===== config.mk =====
export PLATFORM = sky130hd
export DESIGN_NAME = prpg_seq_ctrl
export DESIGN_NICKNAME = d
export VERILOG_FILES = /design/src/rtl/prpg_seq_ctrl.sv
export SDC_FILE = /design/constraint.sdc
export NUM_CORES = 1
export LEC_CHECK = 0
export CAP_MARGIN = 20
export CORE_UTILIZATION = 57
export DETAILED_ROUTE_END_ITERATION = 8
export HOLD_SLACK_MARGIN = 0.03
export MAX_ROUTING_LAYER = met4
export PLACE_DENSITY = 0.87
export SYNTH_ARGS = -nofsm -noshare
export SYNTH_HDL_FRONTEND = slang
export SYNTH_SLANG_ARGS = --single-unit
export TNS_END_PERCENT = 20

===== constraint.sdc =====
create_clock -name clk -period 5.6 [get_ports clk]
set_input_delay 1.12 -clock clk [delete_from_list [all_inputs] [get_ports clk]]
set_output_delay 1.12 -clock clk [all_outputs]
set_load 0.02 [all_outputs]

===== src/rtl/prpg_seq_ctrl.sv =====
// Instruction sequencer for the 8-bit PRPG LFSR datapath: fetch/decode of
// 14-bit ROM words, strobe generation, PC, address register and step counter.
module prpg_seq_ctrl #(
  parameter int PC_W   = 6,
  parameter int ADDR_W = 8,
  parameter int IMM_W  = 8
) (
  input  logic              clk,
  input  logic              rst_n,
  input  logic              start,
  output logic [PC_W-1:0]   pc,
  input  logic [13:0]       instr,
  output logic [IMM_W-1:0]  imm,
  output logic              tap_we,
  output logic              seed_we,
  output logic              lfsr_step,
  output logic              mem_we,
  output logic [1:0]        mem_wsel,
  output logic              mem_re,
  output logic              ld_p,
  output logic [ADDR_W-1:0] addr,
  output logic              busy,
  output logic              halted,
  output logic              err_illegal
);

  // state | meaning
  // IDLE  | waiting for start after reset
  // FETCH | latch ROM word into ir
  // EXEC  | decode ir, single-cycle ops complete here
  // RUN   | multi-cycle LFSR stepping (plain or batch write)
  // LOAD  | second cycle of load, P takes memory read data
  // HALT  | stopped, outputs held until start
  typedef enum logic [2:0] {IDLE, FETCH, EXEC, RUN, LOAD, HALT} state_t;

  localparam logic [5:0] OP_HALT      = 6'd0;
  localparam logic [5:0] OP_CONFIG    = 6'd1;
  localparam logic [5:0] OP_SEED      = 6'd2;
  localparam logic [5:0] OP_RUN       = 6'd3;
  localparam logic [5:0] OP_INIT_ADDR = 6'd4;
  localparam logic [5:0] OP_STORE_P   = 6'd5;
  localparam logic [5:0] OP_ADD_ADDR  = 6'd6;
  localparam logic [5:0] OP_LOAD      = 6'd7;
  localparam logic [5:0] OP_STORE_HD  = 6'd8;
  localparam logic [5:0] OP_BATCH     = 6'd9;

  state_t           state;
  logic [13:0]      ir;
  logic [IMM_W-1:0] cnt;
  logic             batch;
  logic [5:0]       op;
  logic [IMM_W-1:0] ir_imm;

  assign op     = ir[13:8];
  assign ir_imm = ir[IMM_W-1:0];
  assign imm    = ir_imm;

  always_ff @(posedge clk or negedge rst_n) begin
    if (!rst_n) begin
      state       <= IDLE;
      pc          <= '0;
      addr        <= '0;
      ir          <= '0;
      cnt         <= '0;
      batch       <= 1'b0;
      err_illegal <= 1'b0;
    end else begin
      case (state)
        IDLE, HALT: begin
          if (start) begin
            pc    <= '0;
            state <= FETCH;
          end
        end
        FETCH: begin
          ir    <= instr;
          state <= EXEC;
        end
        EXEC: begin
          // default path: single-cycle op, advance to the next word
          state <= FETCH;
          pc    <= pc + PC_W'(1);
          case (op)
            OP_HALT: begin
              state <= HALT;
              pc    <= pc;
            end
            OP_RUN, OP_BATCH: begin
              cnt   <= ir_imm;
              batch <= (op == OP_BATCH);
              if (ir_imm != '0) begin
                state <= RUN;
                pc    <= pc;
              end
            end
            OP_INIT_ADDR: addr <= ADDR_W'(ir_imm);
            OP_ADD_ADDR:  addr <= addr + ADDR_W'(ir_imm);
            OP_LOAD: begin
              state <= LOAD;
              pc    <= pc;
            end
            OP_CONFIG, OP_SEED, OP_STORE_P, OP_STORE_HD: ;
            default: begin
              err_illegal <= 1'b1;
              state       <= HALT;
              pc          <= pc;
            end
          endcase
        end
        RUN: begin
          cnt <= cnt - IMM_W'(1);
          if (batch) addr <= addr + ADDR_W'(1);
          if (cnt == IMM_W'(1)) begin
            state <= FETCH;
            pc    <= pc + PC_W'(1);
          end
        end
        LOAD: begin
          state <= FETCH;
          pc    <= pc + PC_W'(1);
        end
        default: state <= IDLE;
      endcase
    end
  end

  // strobes depend only on registered state, so reset clears them at once
  always_comb begin
    tap_we    = 1'b0;
    seed_we   = 1'b0;
    lfsr_step = 1'b0;
    mem_we    = 1'b0;
    mem_wsel  = 2'd0;
    mem_re    = 1'b0;
    ld_p      = 1'b0;
    case (state)
      EXEC: begin
        case (op)
          OP_CONFIG:   tap_we  = 1'b1;
          OP_SEED:     seed_we = 1'b1;
          OP_STORE_P:  mem_we  = 1'b1;
          OP_LOAD:     mem_re  = 1'b1;
          OP_STORE_HD: begin
            mem_we   = 1'b1;
            mem_wsel = 2'd2;
          end
          default: ;
        endcase
      end
      RUN: begin
        lfsr_step = 1'b1;
        if (batch) begin
          mem_we   = 1'b1;
          mem_wsel = 2'd1;
        end
      end
      LOAD:    ld_p = 1'b1;
      default: ;
    endcase
  end

  assign busy   = (state != IDLE) && (state != HALT);
  assign halted = (state == HALT);

endmodule


-- Word-level counts from Yosys, hierarchy flattened
Cells that the tools add are included.
- flip-flop bits (word level): 41
- bits in latches: 0
- memory bits (writable): 0
- ROM bits: 0
- input port bits: 17
- output and inout port bits: 33
- logic and storage cells: 82
- memories kept: 0
- add/subtract/negate cells: 4
- multiply operators: 0
- divide/modulo/power cells: 0
- $lt $le $gt $ge: 0
- eq/ne operators: 23
- shift-type cells: 0
- mux-type cells: 29
- bitwise logic cells: 1
- reductions and logical operators: 18
- operator list (kind ; count):
    $pmux 8 s2 ; 3
    $eq 6x3->1 const B ; 4
    $pmux 6 s4 ; 1
    $mux 6 ; 3
    $mux 8 ; 2
    $pmux 3 s5 ; 1
    $eq 6x2->1 const B ; 2
    $eq 6x4->1 const B ; 2
    $pmux 6 s2 ; 1
    $mux 1 ; 11
    $reduce_or 10->1 ; 1
    $pmux 3 s3 ; 1
    $add 8x1->8 const B ; 1
    $add 8x8->8 ; 1
    $eq 8x1->1 const B ; 1
    $reduce_and 2->1 ; 4
    $reduce_bool 8->1 ; 1
    $sub 8x1->8 const B ; 1
    $add 6x1->6 const B ; 1
    $eq 3x2->1 const B ; 2
    $eq 3x3->1 const B ; 2
    $eq 6x1->1 const B ; 1
    $logic_not 6->1 ; 1
    $mux 3 ; 2
    19 further kinds ; 25

-- Longest topological paths before layout
- depth in word-level cells: 4
- mapped depth: 10
- mapped depth without buffers: 8

-- Worst setup path before layout
OpenSTA, ideal clock, no wires.
- path type: reg2out
- start: reg state[0]
- end: out seed_we
- arrival time: 1746 ps
- required time: 4480 ps
- setup slack: 2734 ps
- stages on the path, launching flop included: 5
- buffers on the path: 1
- cell sequence: dfrtp_1 buf_2 nor3b_1 nand2_1 nor4_1
- cells in the longest elaborated chain, start to end: 2
- ends and longest elaborated chain (element ; RTL line ; source):
    start: declaration ; 47 ; state_t state;
    start signal: assignment ; 60 ; state <= IDLE;
    start signal: assignment ; 72 ; state <= FETCH;
    start signal: assignment ; 77 ; state <= EXEC;
    $eq 3x2->1 ; 136 ; case (state)
    $mux 1 ; 136 ;
    end: declaration ; 15 ; output logic seed_we,
No other way between the ends.

-- Worst setup path after layout
- start: reg state[2]
- end: out mem_we
- cells in the longest elaborated chain, start to end: 2
- elaborated cells between the ends (all ways): 3
- classes of those cells: eq/ne: 2; mux: 1
- ends and longest elaborated chain (element ; RTL line ; source):
    $eq 3x2->1 ; 136 ;
    $pmux 1 s2 * ; 136 ;
    end: declaration ; 17 ; output logic mem_we,
Mark *: on every way between the ends. The rest lies on a longest branch, timed or not.

==> flow_summary.json <==
{
  "synth_edf_count": 0,
  "fin_area_mm2": 0.00339,
  "wl_um": 6770,
  "die_w_um": 72.1,
  "die_h_um": 72.1,
  "synthArstFlopShare": 1.00,
  "initial_core_util": 0.592,
  "final_antenna_net_count": 0,
  "p_per_area_mw_per_mm2": 592,
  "whs_ns": 0.481,
  "drv_cap": 0,
  "finalClockSkew_ns": 0.00804,
  "io_buffers": 49,
  "syn_inst": 309,
  "cp_data_arrival_time_ns": 2.76,
  "synth.area.top_cells": "dfrtp_1 (37%), mux2_2 (5.2%), ha_1 (4.9%), nand2_1 (3.6%), o21ai_0 (3.6%)",
  "ys_ff_latch": 41,
  "clk_path_buf_depth": 2,
  "setup_ws_ns": 1.72,
  "gp_congestion": 0.939,
  "synth.avg_cell_area_um2": 9.05,
  "post-cts-setup-buffers": 0,
  "status": "complete, no violations",
  "antenna_found_initial": 0,
  "setup_viol": 0,
  "drt_first_pass_iters": 5,
  "dieArea_mm2": 0.00519,
  "fin_crit_ns": 3.88,
  "synth_warnings": 0,
  "synth_top_cell_by_area": "dfrtp_1",
  "root_buffer": "clkbuf_8",
  "drc": 0,
  "slew_headroom": 0.390,
  "yosys.area.top_type_share": 0.367,
  "hold_viol_final": 0,
  "coreArea_mm2": 0.00472,
  "finalSetupTns_ns": 0,
  "synth_flop_cell": "dfrtp_1",
  "cts_hold_buf": 0,
  "slew_violations": 0,
  "ir_worst_vdd_uv": 267,
  "cp_max_fo": 15,
  "diodes": 0,
  "min_path_type": "register to register",
  "yosysMostFrequentCell": "dfrtp_1",
  "drive_above_1_share": 0.104,
  "crit_required_ns": 4.48,
  "synthTopCellsByCount": "dfrtp_1 (41), nand2_1 (27), o21ai_0 (20)",
  "grt_start_max_net_pins": 42,
  "worst_setup_path_start_kind": "register",
  "fmax_mhz": 258,
  "cts-buffers-inserted": 5,
  "rsz0062_at_grt": "no",
  "grt.overflow.total": 0,
  "insertion_delay_ns": 0.30,
  "yosysUniqueCellTypes": 58,
  "timing.final.crit_share": 0.693,
  "wl_per_cell_um": 16.4,
  "clk_pin_slew_ns": 0.08,
  "rows": 25,
  "worst_slew_pin_slew_ns": 0.915,
  "syn-cell-area_mm2": 0.00280,
  "worstSetupPathType": "register to primary output",
  "grt_usage": 0.284,
  "nets": 375,
  "endpoint_kind": "primary output",
  "dpl_cell_area_mm2": 0.00326,
  "htree_levels": 2,
  "vias": 2527,
  "ioPinCount": 50,
  "dp_slack_ns": 2.15,
  "drt_iter0_drc": 173,
  "grt_pass1_wl_um": 11200,
  "ys_seq_area_frac": 0.367,
  "cts_sinks": 41,
  "syn_to_final_growth_pct": 21.2,
  "cts_tree": "yes",
  "grt_pass1_vias": 2380,
  "syn-num-nets": 338,
  "p_leak_nw": 1.34,
  "hpwlAfterDp_um": 4850,
  "cts_resized": 0,
  "routed_via_density": 6.10,
  "utilization": 0.718
}
-- layout by cell type, fill, tap and decap left out, types with 2 or more instances in the layout --
| master | instances |
|---|---|
| mux2i_1 | 6 |
| xor2_1 | 2 |
| buf_4 | 2 |
| clkbuf_8 | 6 |
| o31ai_1 | 11 |
| clkdlybuf4s50_1 | 48 |
| a31oi_1 | 5 |
| dfrtp_1 | 41 |
| mux2_2 | 13 |
| or3_1 | 6 |
| nor2b_1 | 4 |
| nor3b_1 | 3 |
| a211o_1 | 2 |
| nand3_1 | 17 |
| nor3_1 | 9 |
| a21oi_1 | 11 |
| o2111ai_1 | 2 |
| o21ai_0 | 20 |
| ha_1 | 11 |
| o211ai_1 | 9 |
| xnor2_1 | 2 |
| nand2_1 | 27 |
| a221oi_1 | 2 |
| or4_1 | 2 |
| a211oi_1 | 3 |
| o311ai_0 | 2 |
| nor4_1 | 3 |
| nand2b_1 | 3 |
| and3_1 | 5 |
| nor2_1 | 19 |
| a21o_1 | 4 |
| inv_1 | 16 |
| o41ai_1 | 3 |
-- path summary, 6_finish.rpt --
kind,cells after the start,end,startpoint,slack [ns]
min,1,err_illegal,err_illegal,0.48
min reg2reg,1,err_illegal,err_illegal,0.48
max,5,mem_we,state[2],1.72
max reg2reg,6,pc[2],state[2],2.75
max in group asynchronous,1,ir[4],rst_n,4.08
min in group asynchronous,1,state[0],rst_n,0.95
-- area by class of cell --
cell class	count	area [µm²]
Clock buffer	6	82.6
Clock inverter	2	37.5
Fill cell	369	1330
Inverter	17	63.8
Multi-Input combinational cell	230	1600
Sequential cell	41	1030
Tap cell	67	83.8
Timing Repair Buffer	51	500
-- state kept, by name (all words and copies together) (netlist names) --
| signal | count |
|---|---|
| ir | 14 |
| addr | 8 |
| cnt | 8 |
| pc | 6 |
| state | 3 |
| batch | 1 |
| err_illegal | 1 |
-- layer usage --
layer	global-route usage	vias to the layer above	part of all wire
li1	-	1213	-
met1	0.343	1208	0.44
met2	0.469	95	0.50
met3	0.0542	11	0.050
met4	0.111	0	0.014
met5	-	-	0
-- stage by stage --
step / power, mW / std cells
after floorplan: 1.42 / 309
after global placement: 1.69 / 405
after detailed placement: 1.73 / 405
after CTS: 2.00 / 413
after global routing: 2.15 / 414
final: 2.01 / 414
-- logic make-up after synthesis --
| family | share of synthesized area |
|---|---|
| and+or+nand+nor | 0.214 |
| DFF | 0.367 |
| AOI/OAI and AO/OA | 0.212 |
| buffers and inverters | 0.0640 |
| adders and majority gates | 0.0564 |
| muxes | 0.0738 |
| xor gates and xnor gates | 0.0125 |
-- worst max-delay path: stages (launching register included) --
cell and delay [ns]:
dfrtp_1 0.60, nand3b_1 0.50, clkinv_1 0.47, nand2_1 0.23
o31ai_1 0.10, clkdlybuf4s50_1 0.55
-- power by group --
part           total [mW]  internal, mW  switching (mW)
clock network       0.253         0.145           0.108
registers           0.660         0.418           0.242
logic                1.09         0.507           0.587
total                2.01          1.07           0.937
Power figures use the tool's default switching activity.
